[config.mk]
export PLATFORM = sky130hd
export DESIGN_NAME = cmd_phase_controller
export DESIGN_NICKNAME = d
export VERILOG_FILES = /design/src/rtl/cmd_phase_controller.sv
export SDC_FILE = /design/constraint.sdc
export NUM_CORES = 1
export LEC_CHECK = 0
export CELL_PAD_IN_SITES_DETAIL_PLACEMENT = 1
export CELL_PAD_IN_SITES_GLOBAL_PLACEMENT = 1
export CORE_ASPECT_RATIO = 0.5
export CORE_MARGIN = 2
export CORE_UTILIZATION = 30
export CTS_BUF_LIST = sky130_fd_sc_hd__clkbuf_4
export CTS_CLUSTER_DIAMETER = 30
export DETAILED_ROUTE_END_ITERATION = 16
export GPL_TIMING_DRIVEN = 0
export PLACE_DENSITY_LB_ADDON = 0.1
export SYNTH_ARGS = -nofsm -noshare
export SYNTH_HDL_FRONTEND = slang
export SYNTH_SLANG_ARGS = --single-unit
[constraint.sdc]
create_clock -name sd_clock -period 7.1 [get_ports sd_clock]
set_clock_uncertainty 0.05 [all_clocks]
set_input_delay 1.42 -clock sd_clock [delete_from_list [all_inputs] [get_ports sd_clock]]
set_output_delay 1.42 -clock sd_clock [all_outputs]
set_load 0.05 [all_outputs]
[src/rtl/cmd_phase_controller.sv]
// rtl/cmd_phase_controller.sv - SD CMD-line transaction sequencer: frame build, CRC7, serializer handshake, response capture/check
module cmd_phase_controller #(
    parameter int TIMEOUT_CYCLES = 64,
    parameter int CNT_W          = 8
) (
    input  logic        sd_clock,
    input  logic        reset,
    input  logic        new_command,
    input  logic [5:0]  cmd_index,
    input  logic [31:0] cmd_argument,
    input  logic        response_expected,
    output logic [47:0] tx_parallel,
    output logic        tx_load_send,
    output logic        tx_enable,
    input  logic        tx_complete,
    input  logic        cmd_in,
    output logic        busy,
    output logic        command_done,
    output logic [47:0] response,
    output logic        timeout_error,
    output logic        crc_error
);

    localparam logic [2:0] S_IDLE      = 3'd0;
    localparam logic [2:0] S_CRC_CALC  = 3'd1;
    localparam logic [2:0] S_LOAD      = 3'd2;
    localparam logic [2:0] S_SEND      = 3'd3;
    localparam logic [2:0] S_WAIT_RESP = 3'd4;
    localparam logic [2:0] S_RECV      = 3'd5;
    localparam logic [2:0] S_CHECK     = 3'd6;
    localparam logic [2:0] S_DONE      = 3'd7;

    localparam logic [CNT_W-1:0] LAST_CRC_BIT = CNT_W'(39);
    localparam logic [CNT_W-1:0] CRC_BITS     = CNT_W'(40);
    localparam logic [CNT_W-1:0] LAST_RX_BIT  = CNT_W'(47);
    localparam logic [CNT_W-1:0] LAST_WAIT    = CNT_W'(TIMEOUT_CYCLES - 1);

    logic [2:0]       state;
    logic [CNT_W-1:0] cnt;
    logic [6:0]       crc;
    logic [6:0]       crc_next;
    logic [5:0]       idx_q;
    logic [31:0]      arg_q;
    logic             resp_exp_q;
    logic [39:0]      tx_shift;
    logic             crc_bit;

    function automatic logic [6:0] crc7_step(input logic [6:0] c, input logic b);
        logic fb;
        fb = c[6] ^ b;
        return {c[5:3], c[2] ^ fb, c[1:0], fb};
    endfunction

    // The same CRC engine serves the outgoing frame and the incoming response.
    assign crc_bit  = (state == S_CRC_CALC) ? tx_shift[39] : cmd_in;
    assign crc_next = crc7_step(crc, crc_bit);

    always_ff @(posedge sd_clock or posedge reset) begin
        if (reset) begin
            state         <= S_IDLE;
            cnt           <= '0;
            crc           <= '0;
            idx_q         <= '0;
            arg_q         <= '0;
            resp_exp_q    <= 1'b0;
            tx_shift      <= '0;
            tx_parallel   <= '0;
            tx_load_send  <= 1'b0;
            tx_enable     <= 1'b0;
            busy          <= 1'b0;
            command_done  <= 1'b0;
            response      <= '0;
            timeout_error <= 1'b0;
            crc_error     <= 1'b0;
        end else begin
            case (state)
                S_IDLE: begin
                    command_done <= 1'b0;
                    if (new_command) begin
                        idx_q         <= cmd_index;
                        arg_q         <= cmd_argument;
                        resp_exp_q    <= response_expected;
                        tx_shift      <= {2'b01, cmd_index, cmd_argument};
                        crc           <= '0;
                        cnt           <= '0;
                        timeout_error <= 1'b0;
                        crc_error     <= 1'b0;
                        response      <= '0;
                        busy          <= 1'b1;
                        state         <= S_CRC_CALC;
                    end
                end
                S_CRC_CALC: begin
                    crc      <= crc_next;
                    tx_shift <= {tx_shift[38:0], 1'b0};
                    cnt      <= cnt + 1'b1;
                    // Frame and strobe are registered on entry so they are valid throughout LOAD.
                    if (cnt == LAST_CRC_BIT) begin
                        tx_parallel  <= {2'b01, idx_q, arg_q, crc_next, 1'b1};
                        tx_load_send <= 1'b1;
                        tx_enable    <= 1'b1;
                        cnt          <= '0;
                        state        <= S_LOAD;
                    end
                end
                S_LOAD: begin
                    tx_load_send <= 1'b0;
                    state        <= S_SEND;
                end
                S_SEND: begin
                    if (tx_complete) begin
                        tx_enable    <= 1'b0;
                        crc          <= '0;
                        cnt          <= '0;
                        command_done <= ~resp_exp_q;
                        state        <= resp_exp_q ? S_WAIT_RESP : S_DONE;
                    end
                end
                S_WAIT_RESP: begin
                    if (!cmd_in) begin
                        response <= {response[46:0], 1'b0};
                        crc      <= crc_next;
                        cnt      <= CNT_W'(1);
                        state    <= S_RECV;
                    end else if (cnt == LAST_WAIT) begin
                        timeout_error <= 1'b1;
                        command_done  <= 1'b1;
                        state         <= S_DONE;
                    end else begin
                        cnt <= cnt + 1'b1;
                    end
                end
                S_RECV: begin
                    response <= {response[46:0], cmd_in};
                    if (cnt < CRC_BITS) begin
                        crc <= crc_next;
                    end
                    cnt <= cnt + 1'b1;
                    if (cnt == LAST_RX_BIT) begin
                        state <= S_CHECK;
                    end
                end
                S_CHECK: begin
                    crc_error    <= (crc != response[7:1]) | ~response[0];
                    command_done <= 1'b1;
                    state        <= S_DONE;
                end
                S_DONE: begin
                    command_done <= 1'b0;
                    busy         <= 1'b0;
                    state        <= S_IDLE;
                end
                default: state <= S_IDLE;
            endcase
        end
    end

endmodule

# --- Word-level counts from Yosys, hierarchy flattened ---
# Index checks and enable logic that the tools add are counted.
op_classes:
  reduce_logical: 24
  n_eq_ne: 21
  n_mux: 38
  magnitude_cmp: 1
  n_bitwise: 5
  add_sub_neg: 1
op_table:
  columns: ["cell", "count"]
  rows:
  - ["$pmux W48 S3", 1]
  - ["$mux W48", 2]
  - ["$pmux W40 S2", 1]
  - ["$mux W40", 1]
  - ["$mux W8", 5]
  - ["$pmux W8 S5", 1]
  - ["$pmux W7 S5", 1]
  - ["$mux W7", 4]
  - ["$eq A8 B6 Y1 const B", 3]
  - ["$pmux W3 S8", 1]
  - ["$mux W3", 6]
  - ["$ne A2 B2 Y1 const B", 7]
  - ["$eq A3 B3 Y1 const B", 4]
  - ["$reduce_and A2 Y1", 6]
  - ["$reduce_and A4 Y1", 3]
  - ["$reduce_bool A2 Y1", 6]
  - ["$pmux W1 S2", 5]
  - ["$reduce_and A5 Y1", 2]
  - ["$add A8 B1 Y8 const B", 1]
  - ["$lt A8 B6 Y1 const B", 1]
  - ["$mux W1", 8]
  - ["$ne A7 B7 Y1", 1]
  - ["$eq A3 B2 Y1 const B", 2]
  - ["$ne A3 B3 Y1 const B", 2]
  - ["13 further kinds", 16]
word_totals:
  ff_bits: 198
  wordCells: 105
  in_bits: 44

# --- Logic depth before layout (Yosys ltp) ---
depth:
  depth_word: 6
  mapped_depth: 7

# --- Worst setup path after synthesis ---
# No wires, ideal clock.
synth_timing:
  path_kind: "input to register"
  start: "input cmd_in"
  end: "register cnt[3]"
  path_stages: 5
  required_time_ns: 6.924
  path_buffers: 1
  path_slack_ns: 4.288
  arrival_ns: 2.636
  cell_sequence: "nand4bb_4 or4_4 and4_4 buf_6 a221o_1"
synth_via:
  elab_chain_len: 2
synth_rtl:
  columns: ["element", "line_no", "rtl"]
  rows:
  - ["start, declared", "16", "input logic cmd_in,"]
  - ["$mux W8 / $ne A3 B3 Y1 (equally long branches)", null, null]
  - ["$pmux W8 S5 / $reduce_and A4 Y1 (equally long branches)", null, null]
  - ["end signal, assigned", "96", "cnt <= cnt + 1'b1;"]
  - ["end signal, assigned", "130", "cnt <= cnt + 1'b1;"]
  - ["end signal, assigned", "138", "cnt <= cnt + 1'b1;"]
  - ["end, declared", "39", "logic [CNT_W-1:0] cnt;"]
# Parallel ways exist; a longest one is shown, timed or not.
# A chain may end at the register's enable or synchronous reset.

# --- Worst setup path in the final report ---
layout_timing:
  start: "register response[2]"
  end: "output response[2]"
layout_lines:
  columns: ["element", "line_no", "rtl"]
  rows:
  - ["start, declared", "19", "output logic [47:0] response,"]
  - ["start signal, assigned", "121", "response <= {response[46:0], 1'b0};"]
  - ["start signal, assigned", "134", "response <= {response[46:0], cmd_in};"]
# No word-level cell between the ends.

==> metrics.md <==
| Metric | Value |
|---|---|
| Tmin final | 3370 ps |
| First-pass GRT wire length | 34.2 mm |
| Number of antenna violations at the first check in global routing | 1 |
| Slew @ Worst Pin | 795 ps |
| Max FO, Critical Path | 4 |
| Cell variety after synth | 58 |
| TritonRoute pass-1 iters | 4 |
| Pre-CTS WS | 3190 ps |
| WS Path Type | reg2out |
| Gr ovfl total | 0 |
| Fillers | 2935 |
| Pwr Density | 321 nW/um^2 |
| R2r setup slk | 4610 ps |
| Ys Warns | 0 |
| Vias in the first global route | 6352 |
| Clock tree from TritonCTS | yes |
| CTS Buffer Depth | 2 |
| Most used DFF post-synth | dfrtp_1 |
| DRC | 0 |
| CP max stage cell | clkdlybuf4s50_1 |
| Hold Path Class | reg2reg |
| Commonest cells post-synth | nand2_1, dfrtp_1, a22o_1 |
| Fin Setup TNS | 0 ps |
| Fin nets | 941 |
| Share of cells above drive strength 1 | 10.0% |
| Number of flops mapped to enable cells by yosys | 0 |
| Synthesized instance count | 731 |
| Hold WS | 439 ps |
| Buf/Inv on CP | 1 |
| RSZ-0062 raised after global routing | false |
| Row count | 42 |
| Critical path's top delay family | buffers and inverters |
| Area leader, netlist | dfrtp_1 |
| Endpoints failing setup | 0 |
| Clock slew at reported path FFs | 150 ps |
| Required time of the worst setup path | 5630 ps |
| Seq/Total Area, Yosys | 61.5% |
| Drt total wl | 20.5 mm |
| H-tree Lvls | 4 |
| Initial Util | 30.5% |
| DR vias/cell | 4.72 |
| Final count of pins violating max slew | 0 |
| Yosys top cell area share | 61.5% |
| Hold_buf cts | 0 |
| Avg WL per Cell | 16.3 microns |
| Root buf cell | clkbuf_4 |
| Hold Fails Final Rpt | 0 |
| Die width | 235 microns |
| Synth area leaders | dfrtp_1, nand2_1, mux2_2 |
| Area of the multi-input gates | 2840 sq um |
| Max Cap Viol | 0 |
| Vias | 5953 |
| Crit start category | flip-flop |
| Final Util | 38.7% |
| Cell total after placement | 1228 |
| HPWL after DPL | 14.4 mm |
| Critical-path cell list | clkdlybuf4s50_1 |
| CTS buffer count | 17 |
| Max incr delay on CP | 840 ps |
| Dpl cell area | 9930 sq um |
| Height of the die | 120 microns |
| CTS sink count | 197 |
| CP endpoint kind | primary output |
| GRT Total Usage | 15.4% |
| Pleak | 4.83 nW |
| P&R area growth vs syn | 27.1% |
| Fin cells | 1261 |
| Syn Nets | 777 |
| Max-slew headroom | 46.8% |
| Status | completed |
| Final ANT Viol Nets | 0 |
| Critical path arrival | 1900 ps |
| Port Buffer Count | 144 |
| GP Congestion | 0.749 |
| Die ar. | 28100 sq um |
| Register bit total from synthesis | 197 |
| Design area | 10200 sq um |
| Fraction of registers with async set/reset | 100% |
| Register Area | 4930 sq um |
| 1st-iter DRT viols | 323 |
| Final Power | 3.27 mW |
| Period utilization | 47.5% |
| Fmax | 297 MHz |
| Worst Setup Slack, final | 3730 ps |
| Syn Area/Cell | 11.0 sq um |
| CTS resizes | 0 |
| Mapped cell area | 8020 sq um |
| Largest net degree at the start of global routing | 105 |
| Worst skew pair latency | 610 ps |
| Count leader, synth | nand2_1 |
| Post-CTS Setup Bufs | 0 |
| Core outline area | 26300 sq um |
| Highest ir drop seen on vdd | 0.0996 mV |
| Total I/O pin count | 146 |
cells in the final DEF, fill, tap and decap left out, drive strengths merged, types with 5 or more instances in the layout:
cell type | netlist | final
xnor2 | 6 | 6
and3 | 8 | 8
nor2 | 23 | 23
nand2 | 213 | 213
a22o | 48 | 48
mux2i | 7 | 7
clkdlybuf4s50 | 0 | 144
o21ai | 13 | 13
mux2 | 40 | 40
buf | 13 | 14
dfrtp | 197 | 197
a221o | 6 | 6
a21oi | 8 | 8
nor2b | 6 | 6
inv | 15 | 16
clkinv | 0 | 8
nand3 | 44 | 44
clkbuf | 29 | 48
nand2b | 5 | 5
per-layer routing:
metal | vias to the layer above | GRT usage [%] | part of all wire [%]
met5 | - | 0 | 0
met4 | 0 | 5.74 | 1.8
met3 | 21 | 3.01 | 3.3
met1 | 3013 | 20.7 | 48
met2 | 88 | 24.7 | 47
li1 | 2831 | - | -
path summary, 6_finish.rpt:
kind,from,depth (start not counted),endpoint
min in group asynchronous,reset,2,tx_parallel[41]
worst min-delay path,arg_q[30],2,arg_q[30]
max in group asynchronous,reset,3,response[25]
worst max-delay path,response[2],1,response[2]
worst max register to register,state[1],6,tx_shift[11]
worst min register to register,arg_q[30],2,arg_q[30]
power by group:
group	total [mW]	internal [mW]	switching, mW	leakage [nW]
sequential	1.54	1.38	0.165	2.62
clock	0.575	0.179	0.396	0.131
combinational	1.15	0.417	0.735	2.08
final cells by class:
class | count | area share, %
Buffer | 42 | 1.87
Sequential cell | 197 | 48.4
Multi-Input combinational cell | 477 | 27.9
Clock buffer | 19 | 1.40
Tap cell | 352 | 4.32
Antenna cell | 1 | 0.0246
Clock inverter | 13 | 1.07
Inverter | 15 | 0.626
Timing Repair Buffer | 145 | 14.4
logic make-up (layout without fill, tap and decap cells):
logic type,count (synthesis),after routing,share of synthesized area (%)
and+or+nand+nor,318,318,17.5
DFF,197,197,61.5
AOI/OAI and AO/OA,100,100,9.96
buffers and inverters,57,234,3.07
muxes,47,47,6.49
xor gates and xnor gates,9,9,1.15
adders and majority gates,2,2,0.312
other,1,2,0.0468
flip-flops by register name, indices dropped and copies added, names as in the netlist:
name / flops
response: 48
tx_parallel: 46
tx_shift: 40
arg_q: 32
cnt: 8
crc: 7
idx_q: 6
state: 3
busy: 1
command_done: 1
crc_error: 1
resp_exp_q: 1
timeout_error: 1
tx_enable: 1
tx_load_send: 1
(Power assumes the default switching activity.)
